$ cat src/rtl/sfu_acc_buf_pkg.sv
// rtl/sfu_acc_buf_pkg.sv - shared encodings for the accumulating output SFU
package sfu_acc_buf_pkg;

    localparam logic [1:0] ACT_NONE  = 2'b00;
    localparam logic [1:0] ACT_RELU  = 2'b01;
    localparam logic [1:0] ACT_LEAKY = 2'b10;

    typedef enum logic [1:0] {
        S_IDLE  = 2'b00,
        S_ACC   = 2'b01,
        S_DRAIN = 2'b10
    } sfu_state_t;

endpackage

$ cat src/rtl/sfu_acc_buf_lane_alu.sv
// rtl/sfu_acc_buf_lane_alu.sv - per-lane saturating add and drain-side activation
module sfu_lane_alu
    import sfu_acc_buf_pkg::*;
#(
    parameter int psum_bw     = 16,
    parameter int LEAKY_SHIFT = 3
) (
    input  logic [psum_bw-1:0] acc_a,
    input  logic [psum_bw-1:0] add_b,
    input  logic [psum_bw-1:0] act_in,
    input  logic [1:0]         mode,
    output logic [psum_bw-1:0] sum_out,
    output logic               sat,
    output logic [psum_bw-1:0] act_out
);

    logic [psum_bw:0] ext_sum;

    // One guard bit: overflow shows up as the two top bits disagreeing.
    always_comb begin
        ext_sum = {acc_a[psum_bw-1], acc_a} + {add_b[psum_bw-1], add_b};
        sat     = ext_sum[psum_bw] ^ ext_sum[psum_bw-1];
        sum_out = ext_sum[psum_bw-1:0];
        if (sat) begin
            if (ext_sum[psum_bw])
                sum_out = {1'b1, {(psum_bw-1){1'b0}}};
            else
                sum_out = {1'b0, {(psum_bw-1){1'b1}}};
        end
    end

    always_comb begin
        act_out = act_in;
        case (mode)
            ACT_RELU: begin
                if (act_in[psum_bw-1])
                    act_out = '0;
            end
            ACT_LEAKY: begin
                if (act_in[psum_bw-1])
                    act_out = $signed(act_in) >>> LEAKY_SHIFT;
            end
            default: act_out = act_in;
        endcase
    end

endmodule

$ cat src/rtl/sfu_acc_buf.sv
// rtl/sfu_acc_buf.sv - multi-pass psum accumulation buffer with activation drain and bypass
module sfu_acc_buf
    import sfu_acc_buf_pkg::*;
#(
    parameter int psum_bw     = 16,
    parameter int col         = 8,
    parameter int DEPTH       = 16,
    parameter int LEAKY_SHIFT = 3
) (
    input  logic                   clk,
    input  logic                   reset,
    input  logic                   valid_i,
    input  logic                   bypass_i,
    input  logic                   first_pass_i,
    input  logic                   last_pass_i,
    input  logic [1:0]             act_mode_i,
    input  logic [col*psum_bw-1:0] psum_in,
    output logic                   ready_o,
    output logic                   valid_o,
    output logic [col*psum_bw-1:0] psum_out,
    output logic                   sat_o
);

    localparam int PW = $clog2(DEPTH);
    localparam int VW = col * psum_bw;
    localparam logic [PW-1:0] PTR_LAST = PW'(DEPTH - 1);

    sfu_state_t state, state_nxt;

    logic [VW-1:0] acc_mem [0:DEPTH-1];
    logic [PW-1:0] wr_ptr;
    logic [PW-1:0] rd_ptr;
    logic [PW-1:0] mem_raddr;
    logic [VW-1:0] mem_rdata;
    logic [VW-1:0] wr_data;
    logic [VW-1:0] act_data;
    logic [col-1:0] lane_sat;
    logic [1:0]    mode_q;
    logic          sat_q;
    logic          drain_tail;

    logic accept;
    logic acc_beat;
    logic byp_beat;
    logic tile_done;

    assign accept    = valid_i & ready_o;
    assign acc_beat  = accept & ~bypass_i;
    assign byp_beat  = accept & bypass_i;
    assign tile_done = acc_beat & last_pass_i & (wr_ptr == PTR_LAST);

    // Single read port: the accumulate read-modify-write and the drain never overlap.
    assign mem_raddr = (state == S_DRAIN) ? rd_ptr : wr_ptr;
    assign mem_rdata = acc_mem[mem_raddr];

    for (genvar k = 0; k < col; k++) begin : g_lane
        logic [psum_bw-1:0] lane_sum;

        sfu_lane_alu #(
            .psum_bw     (psum_bw),
            .LEAKY_SHIFT (LEAKY_SHIFT)
        ) u_alu (
            .acc_a   (mem_rdata[k*psum_bw +: psum_bw]),
            .add_b   (psum_in[k*psum_bw +: psum_bw]),
            .act_in  (mem_rdata[k*psum_bw +: psum_bw]),
            .mode    (mode_q),
            .sum_out (lane_sum),
            .sat     (lane_sat[k]),
            .act_out (act_data[k*psum_bw +: psum_bw])
        );

        assign wr_data[k*psum_bw +: psum_bw] =
            first_pass_i ? psum_in[k*psum_bw +: psum_bw] : lane_sum;
    end

    always_ff @(posedge clk or posedge reset) begin
        if (reset)
            state <= S_IDLE;
        else
            state <= state_nxt;
    end

    always_comb begin
        state_nxt = state;
        ready_o   = 1'b1;
        case (state)
            S_IDLE: begin
                if (tile_done)
                    state_nxt = S_DRAIN;
                else if (acc_beat)
                    state_nxt = S_ACC;
            end
            S_ACC: begin
                if (tile_done)
                    state_nxt = S_DRAIN;
            end
            S_DRAIN: begin
                ready_o = 1'b0;
                if (drain_tail)
                    state_nxt = S_IDLE;
            end
            default: state_nxt = S_IDLE;
        endcase
    end

    // Buffer is plain RAM; a first-pass overwrite is what initialises it.
    always_ff @(posedge clk) begin
        if (acc_beat)
            acc_mem[wr_ptr] <= wr_data;
    end

    always_ff @(posedge clk or posedge reset) begin
        if (reset) begin
            wr_ptr <= '0;
            mode_q <= ACT_NONE;
            sat_q  <= 1'b0;
        end else if (acc_beat) begin
            wr_ptr <= wr_ptr + 1'b1;
            if (tile_done)
                mode_q <= act_mode_i;
            if (first_pass_i) begin
                if (wr_ptr == '0)
                    sat_q <= 1'b0;
            end else begin
                sat_q <= sat_q | (|lane_sat);
            end
        end
    end

    // The final drain cycle only retires the pipeline; it emits nothing.
    always_ff @(posedge clk or posedge reset) begin
        if (reset) begin
            rd_ptr     <= '0;
            drain_tail <= 1'b0;
            valid_o    <= 1'b0;
            psum_out   <= '0;
        end else begin
            valid_o <= 1'b0;
            if (byp_beat) begin
                psum_out <= psum_in;
                valid_o  <= 1'b1;
            end else if (state == S_DRAIN) begin
                if (drain_tail) begin
                    drain_tail <= 1'b0;
                end else begin
                    psum_out <= act_data;
                    valid_o  <= 1'b1;
                    rd_ptr   <= rd_ptr + 1'b1;
                    if (rd_ptr == PTR_LAST)
                        drain_tail <= 1'b1;
                end
            end
        end
    end

    assign sat_o = sat_q;

endmodule
$ cat config.mk
export PLATFORM = sky130hd
export DESIGN_NAME = sfu_acc_buf
export DESIGN_NICKNAME = d
export VERILOG_FILES = /design/src/rtl/sfu_acc_buf_pkg.sv /design/src/rtl/sfu_acc_buf_lane_alu.sv /design/src/rtl/sfu_acc_buf.sv
export SDC_FILE = /design/constraint.sdc
export NUM_CORES = 2
export LEC_CHECK = 0
export ABC_AREA = 1
export CAP_MARGIN = 20
export CORE_ASPECT_RATIO = 1.75
export CORE_UTILIZATION = 59
export DETAILED_ROUTE_END_ITERATION = 8
export GPL_ROUTABILITY_DRIVEN = 0
export PLACE_DENSITY = 0.79
export RECOVER_POWER = 50
export SYNTH_ARGS = -nofsm -noshare
export SYNTH_HDL_FRONTEND = slang
export SYNTH_HIERARCHICAL = 1
export SYNTH_SLANG_ARGS = --single-unit
export TNS_END_PERCENT = 50
$ cat constraint.sdc
create_clock -name clk -period 28 [get_ports clk]
set_input_delay 5.6 -clock clk [delete_from_list [all_inputs] [get_ports clk]]
set_output_delay 5.6 -clock clk [all_outputs]
set_load 0.1 [all_outputs]
Yosys cells after proc, flatten, opt, wreduce, memory -nomap -nowiden
Memories as Yosys holds them, arrays and structs flattened.
Cells that the tools add are included.
{ "word_totals": {"register_bits": 143, "ram_bits": 2048, "in_bits": 136, "output_inout_bits": 131, "elab_cells": 124, "mem_count": 1} }
{ "mem_list": {"columns": ["name", "depth", "word_bits", "rd", "rd_clocked_by_memory_dff", "write_ports", "line", "rtl"], "rows": [
  ["acc_mem", 16, 128, 1, 0, 1, "sfu_acc_buf.sv:30", "logic [VW-1:0] acc_mem [0:DEPTH-1];"]
]} }
{ "classes": {"n_addsub": 10, "n_eq_ne": 11, "mux": 67, "bitwise": 17, "n_reduce_logical": 10} }
{ "op_table": {"columns": ["operator", "count"], "rows": [
  ["16-bit two-way mux", 32],
  ["128-bit two-way mux", 3],
  ["16-bit case mux with 2 select lines", 8],
  ["16-bit by 16-bit adder with 17-bit output", 8],
  ["15-bit two-way mux", 8],
  ["1-bit two-way mux", 10],
  ["4-bit by 1-bit adder with 4-bit output, second input constant", 2],
  ["4-bit == test, second input constant", 2],
  ["2-bit two-way mux", 4],
  ["2-bit AND reduction", 4],
  ["8-bit OR reduction", 1],
  ["1-bit bitwise XOR", 8],
  ["2-bit case mux with 3 select lines", 1],
  ["3-bit AND reduction", 2],
  ["1-bit AND", 5],
  ["2-bit by 1-bit == test with 1-bit output, second input constant", 2],
  ["2-bit == test, second input constant", 2],
  ["4-bit logical NOT", 1],
  ["4-bit two-way mux", 1],
  ["2-bit by 1-bit != test with 1-bit output, second input constant", 2],
  ["2-bit != test, second input constant", 2],
  ["3-bit != test, second input constant", 1],
  ["1-bit NOT", 3],
  ["2-bit logical NOT", 1],
  ["other kinds (2)", 2]
]} }

Longest topological paths before layout
{ "logic_depth": {"word_depth": 8, "mapped_depth": 29, "ltp_nobuf": 25} }

Hierarchy
The synthesis kept the hierarchy.
{ "by_module_without_submodules": {"columns": ["module", "n_inst", "cells_per_inst", "area_each_um2", "seq_area_each_um2"], "rows": [
  ["sfu_acc_buf", 1, 9761, 97249.5, 65077.4],
  ["sfu_lane_alu", 8, 245, 1310.0, 0.0]
]} }

Worst setup path after synthesis
OpenSTA, ideal clock, no wires.
{ "synth_timing": {"path_type": "input port to flip-flop", "startpoint": "input bypass_i", "endpoint": "register state[1]", "setup_time_ns": 0.131, "arrival_time_ns": 15.925, "required_ns": 27.869, "path_slack_ns": 11.943, "path_stages": 4, "n_path_buf": 0, "path_cell_list": "nand3b_1 nor3_1 nand2_1 o21ai_0"} }
{ "synth_between": {"elab_chain_cells": 6, "elab_cells_between_ends": 9, "classes_between": "eq/ne: 2; mux: 2; bitwise: 4; reduce/logical: 1"} }
{ "synth_lines": {"columns": ["item", "line", "rtl"], "rows": [
  ["from (decl)", "sfu_acc_buf.sv:13", "input logic bypass_i,"],
  ["1-bit NOT *", "sfu_acc_buf.sv:48", "assign acc_beat = accept & ~bypass_i;"],
  ["1-bit AND *", "sfu_acc_buf.sv:48", null],
  ["1-bit AND (2 in a row)", "sfu_acc_buf.sv:50", "assign tile_done = acc_beat & last_pass_i & (wr_ptr == PTR_LAST);"],
  ["3-bit != test (no source line) (tied with other cells)", null, null],
  ["3-bit AND reduction (no source line) or 2-bit case mux with 3 select lines (tied branches)", null, null],
  ["to (signal assigned)", "sfu_acc_buf.sv:80", "state <= state_nxt;"],
  ["to (decl)", "sfu_acc_buf.sv:28", "sfu_state_t state, state_nxt;"]
]} }
Mark *: on every way between the ends. The rest lies on a longest branch, timed or not.
A chain may end at the register's enable or synchronous reset.

Worst setup path after layout
{ "layout_timing": {"startpoint": "register state[0]", "endpoint": "register sat_q (netlist: sat_o)"} }
{ "layout_between": {"elab_chain_cells": 8, "elab_cells_between_ends": 26, "classes_between": "add/sub: 8; eq/ne: 1; mux: 3; bitwise: 11; reduce/logical: 2; memory: 1"} }
{ "layout_lines": {"columns": ["item", "line", "rtl"], "rows": [
  ["2-bit == test", "sfu_acc_buf.sv:53", "assign mem_raddr = (state == S_DRAIN) ? rd_ptr : wr_ptr;"],
  ["4-bit two-way mux", "sfu_acc_buf.sv:53", null],
  ["memory read 16 x 128 bit", null, null],
  ["named net mem_rdata[77]", "sfu_acc_buf.sv:34", "logic [VW-1:0] mem_rdata;"],
  ["16-bit by 16-bit adder with 17-bit output", "sfu_acc_buf_lane_alu.sv:21", "ext_sum = {acc_a[psum_bw-1], acc_a} + {add_b[psum_bw-1], add_b};"],
  ["1-bit bitwise XOR", "sfu_acc_buf_lane_alu.sv:22", "sat = ext_sum[psum_bw] ^ ext_sum[psum_bw-1];"],
  ["named net lane_sat[4]", "sfu_acc_buf.sv:37", "logic [col-1:0] lane_sat;"],
  ["8-bit OR reduction", "sfu_acc_buf.sv:125", "sat_q <= sat_q | (|lane_sat);"],
  ["1-bit bitwise OR", "sfu_acc_buf.sv:125", null],
  ["1-bit two-way mux", "sfu_acc_buf.sv:121", "if (first_pass_i) begin"],
  ["to (signal assigned)", "sfu_acc_buf.sv:125", null],
  ["to (decl)", "sfu_acc_buf.sv:39", "logic sat_q;"]
]} }
The timed path passes the listed nets, and every way through them passes these cells.

==> metrics.md <==
| Metric | Value |
|---|---|
| Bufs and invs on worst path | `5` |
| Antenna viol nets, final | `0` |
| Slew Limit Headroom | `-6.58` |
| CP Data Arrival Time | `17.52 ns` |
| Layout fillers | `13400` |
| Internal power | `8.50 mW` |
| Outcome | `finished with violations` |
| Core Area | `182000 um^2` |
| Post-synthesis sequential area ratio | `0.604` |
| Hold_ws | `0.506 ns` |
| Hold Path Class | `flop to flop` |
| Dpl ws | `18.31 ns` |
| # resized after CTS | `0` |
| Clock Path Buffers | `4` |
| Skew final | `0.0513 ns` |
| Synth Net Count | `12000` |
| Crit Path Max Fanout | `84` |
| Fmax | `59.6 MHz` |
| Static Leak | `52.9 nW` |
| CP Capture Type | `flop` |
| Clock Power Share | `0.177` |
| DR iter-0 viols | `9868` |
| RSZ-0062 raised after global routing | `false` |
| Yosys warning count | `6` |
| Routed wire per std cell | `21.4 um` |
| Share of layout cells above drive strength 1 | `0.0412` |
| Peak VDD IR | `0.147 mV` |
| First-pass GRT wire length | `463000 um` |
| Hold_buf cts | `0` |
| Vias/cell | `5.88` |
| CTS H-tree lvls | `4` |
| Max cap viols | `50` |
| DIE HEIGHT | `567 um` |
| Vias | `83800` |
| Postcts setup bufs | `0` |
| Setup TNS Final | `0 ns` |
| Comb power frac | `0.502` |
| Worst-path clk slew | `0.07 ns` |
| Failing checks | `capacitance limit, slew limit` |
| Clock root cell | `clkbuf_16` |
| Initial antenna violation count | `12` |
| Tmin final | `16.78 ns` |
| Final Hold Fails | `0` |
| Register share of total power | `0.321` |
| Worst Slack Setup Final | `11.22 ns` |
| Initial core utilization | `0.593` |
| DRT Pass-1 Iters | `9` |
| Ports | `267` |
| CP peak stage delay | `2.90 ns` |
| Sink Count | `2191` |
| Max Slew Vio Count | `2281` |
| Port Buffer Count | `266` |
| Area grow syn2layout | `9.44%` |
| Crit-path slowest cell | `clkbuf_1` |
| Pin count of the biggest net entering global routing | `229` |
| CTS buffer count | `200` |
| Tot Pwr | `15.6 mW` |
| Syn avg cell area | `9.19 um^2` |
| Multi-input logic area | `31200 um^2` |
| CP required | `28.74 ns` |
| Cell variety after synth | `34` |
| Final nets | `12000` |
| Row count | `207` |
| WS Path Type | `flop to flop` |
| Final period utilization | `0.599` |
| PwrDens | `133 nW/um^2` |
| Die area | `184000 um^2` |
| Total global routing overflow | `0` |
| DRC Markers | `0` |
| Clock Latency Late Sink | `0.85 ns` |
| Critical path's top delay family | `buffers and inverters` |
| Setup Viol. Count Final | `0` |
| Yosys reg bits | `2191` |
| P_sw | `7.12 mW` |
| Worst-Margin Slew | `11.37 ns` |
| Crit path top cell by count | `nand2_1` |
| Post-Route WL | `304000 um` |
| Final HPWL DP | `170000 um` |
| Tot GR Track Use | `0.325` |
| Vias in the first global route | `84500` |
| CTS tree | `built` |
| Cells after Synth | `11700` |
| Register area | `65100 um^2` |
| Synthesized cell area | `108000 um^2` |
| Die Wd | `325 um` |
| Switch share | `0.456` |
| CP startpoint kind | `flop` |
-- cell usage in the layout (no fill, tap or decap), types with 37 or more instances in the layout --
cell             count
nor3_1             116
o21ai_0            124
nand2_2             49
clkinv_2            37
clkbuf_16          203
xor2_1              46
dfrtp_1            143
nor2_1             212
clkbuf_1            65
a21oi_1            123
clkdlybuf4s50_1    139
nand2_1           3013
ha_1               149
buf_4               57
nand3_1           2624
inv_1             2289
dlygate4sd3_1      124
edfxtp_1          2048
-- synth_stat cells --
cell type	n	area [um^2]
nand2_4	9	101
nand4_1	2	12.5
nand3b_1	17	128
buf_1	48	180
a21oi_2	8	70.1
buf_6	8	90.1
o21bai_1	33	248
nand4_4	8	170
nand3_1	2622	13100
fa_1	8	160
o21ai_2	3	26.3
nor2_1	215	807
buf_4	10	75.1
nor4_1	2	12.5
o21ai_1	1	5.00
a21oi_1	120	601
nor3_1	116	581
nand2_2	64	400
xnor2_1	32	280
clkbuf_1	221	830
inv_2	11	41.3
xor2_1	46	403
or2_1	8	50.1
o32ai_1	1	8.76
edfxtp_1	2048	61500
ha_1	149	1860
nor3_2	8	80.1
nand2_1	2994	11200
nand3_2	16	160
inv_1	2292	8600
or2_2	9	56.3
buf_2	325	1630
o21ai_0	124	621
dfrtp_1	143	3580
-- cells by family (layout without fill, tap and decap cells) --
group	after synthesis	in the layout	synth area share
other	0	5	0
AO/OA/AOI/OAI	290	290	0.0147
AND/OR/NAND/NOR	6090	6090	0.250
buffers and inverters	2915	3028	0.106
flip-flops	2191	2191	0.604
XOR/XNOR	78	78	0.00634
adder cells (fa/ha/maj)	157	157	0.0188
-- power by group through the flow --
stage / combinational [mW] / sequential (mW) / clock [mW]
2_1_floorplan: 5.22 / 5.26 / 0
5_1_grt: 8.48 / 5.04 / 2.89
6_report: 7.84 / 5.02 / 2.76
4_1_cts: 7.64 / 5.01 / 2.77
3_3_place_gp: 7.35 / 5.06 / 0
3_5_place_dp: 7.59 / 5.08 / 0
-- registers in the layout, summed over array words and instances, names as in the netlist --
name / count
sat_o: 1
psum_out: 128
mode_q: 2
valid_o: 1
rd_ptr: 4
state: 2
drain_tail: 1
wr_ptr: 4
acc_mem: 2048
-- per-layer routing --
layer | GRT usage | share of wire | up-vias
li1 | - | - | 37800
met1 | 0.363 | 0.33 | 39400
met2 | 0.571 | 0.50 | 5308
met3 | 0.0529 | 0.10 | 1254
met4 | 0.219 | 0.070 | 10
met5 | 0 | 0.00020 | -
-- area by class of cell --
class / instances / share of cell area
flip-flops and latches: 2191 / 0.552
multi-input cells: 6615 / 0.264
inverters: 2303 / 0.0735
clock buffers: 233 / 0.0443
repair buffers: 371 / 0.0294
well taps: 2403 / 0.0255
clock inverters: 121 / 0.0107
diodes: 5 / 0.000106
-- through the flow --
stage / area, um^2 / instances / util
after floorplan: 108000 / 11700 / -
after global placement: 112000 / 13900 / 0.615
after detailed placement: 112000 / 13900 / 0.615
after CTS: 118000 / 14200 / 0.651
after global routing: 118000 / 14200 / 0.649
final: 118000 / 14200 / 0.649
-- path summary, 6_finish.rpt --
| kind | end | cells past startpoint | slack, ns | start |
|---|---|---|---|---|
| worst max-delay path | sat_o$_DFFE_PP0P_ | 27 | 11.22 | state[0]$_DFFE_PP0P_ |
| worst min-delay path | psum_out[106]$_DFFE_PP0P_ | 2 | 0.51 | psum_out[106]$_DFFE_PP0P_ |
| worst max register to register | sat_o$_DFFE_PP0P_ | 27 | 11.22 | state[0]$_DFFE_PP0P_ |
| worst min register to register | psum_out[106]$_DFFE_PP0P_ | 2 | 0.51 | psum_out[106]$_DFFE_PP0P_ |
| max in group asynchronous | psum_out[109]$_DFFE_PP0P_ | 3 | 18.05 | reset |
| min in group asynchronous | psum_out[43]$_DFFE_PP0P_ | 2 | 5.69 | reset |
-- worst min-delay path: cells and delay by family (launching register included) --
| kind | cells | cell delay (ns) |
|---|---|---|
| simple gates | 2 | 0.13 |
| flops | 1 | 0.34 |
No activity file was read; power rests on OpenSTA's default activity.
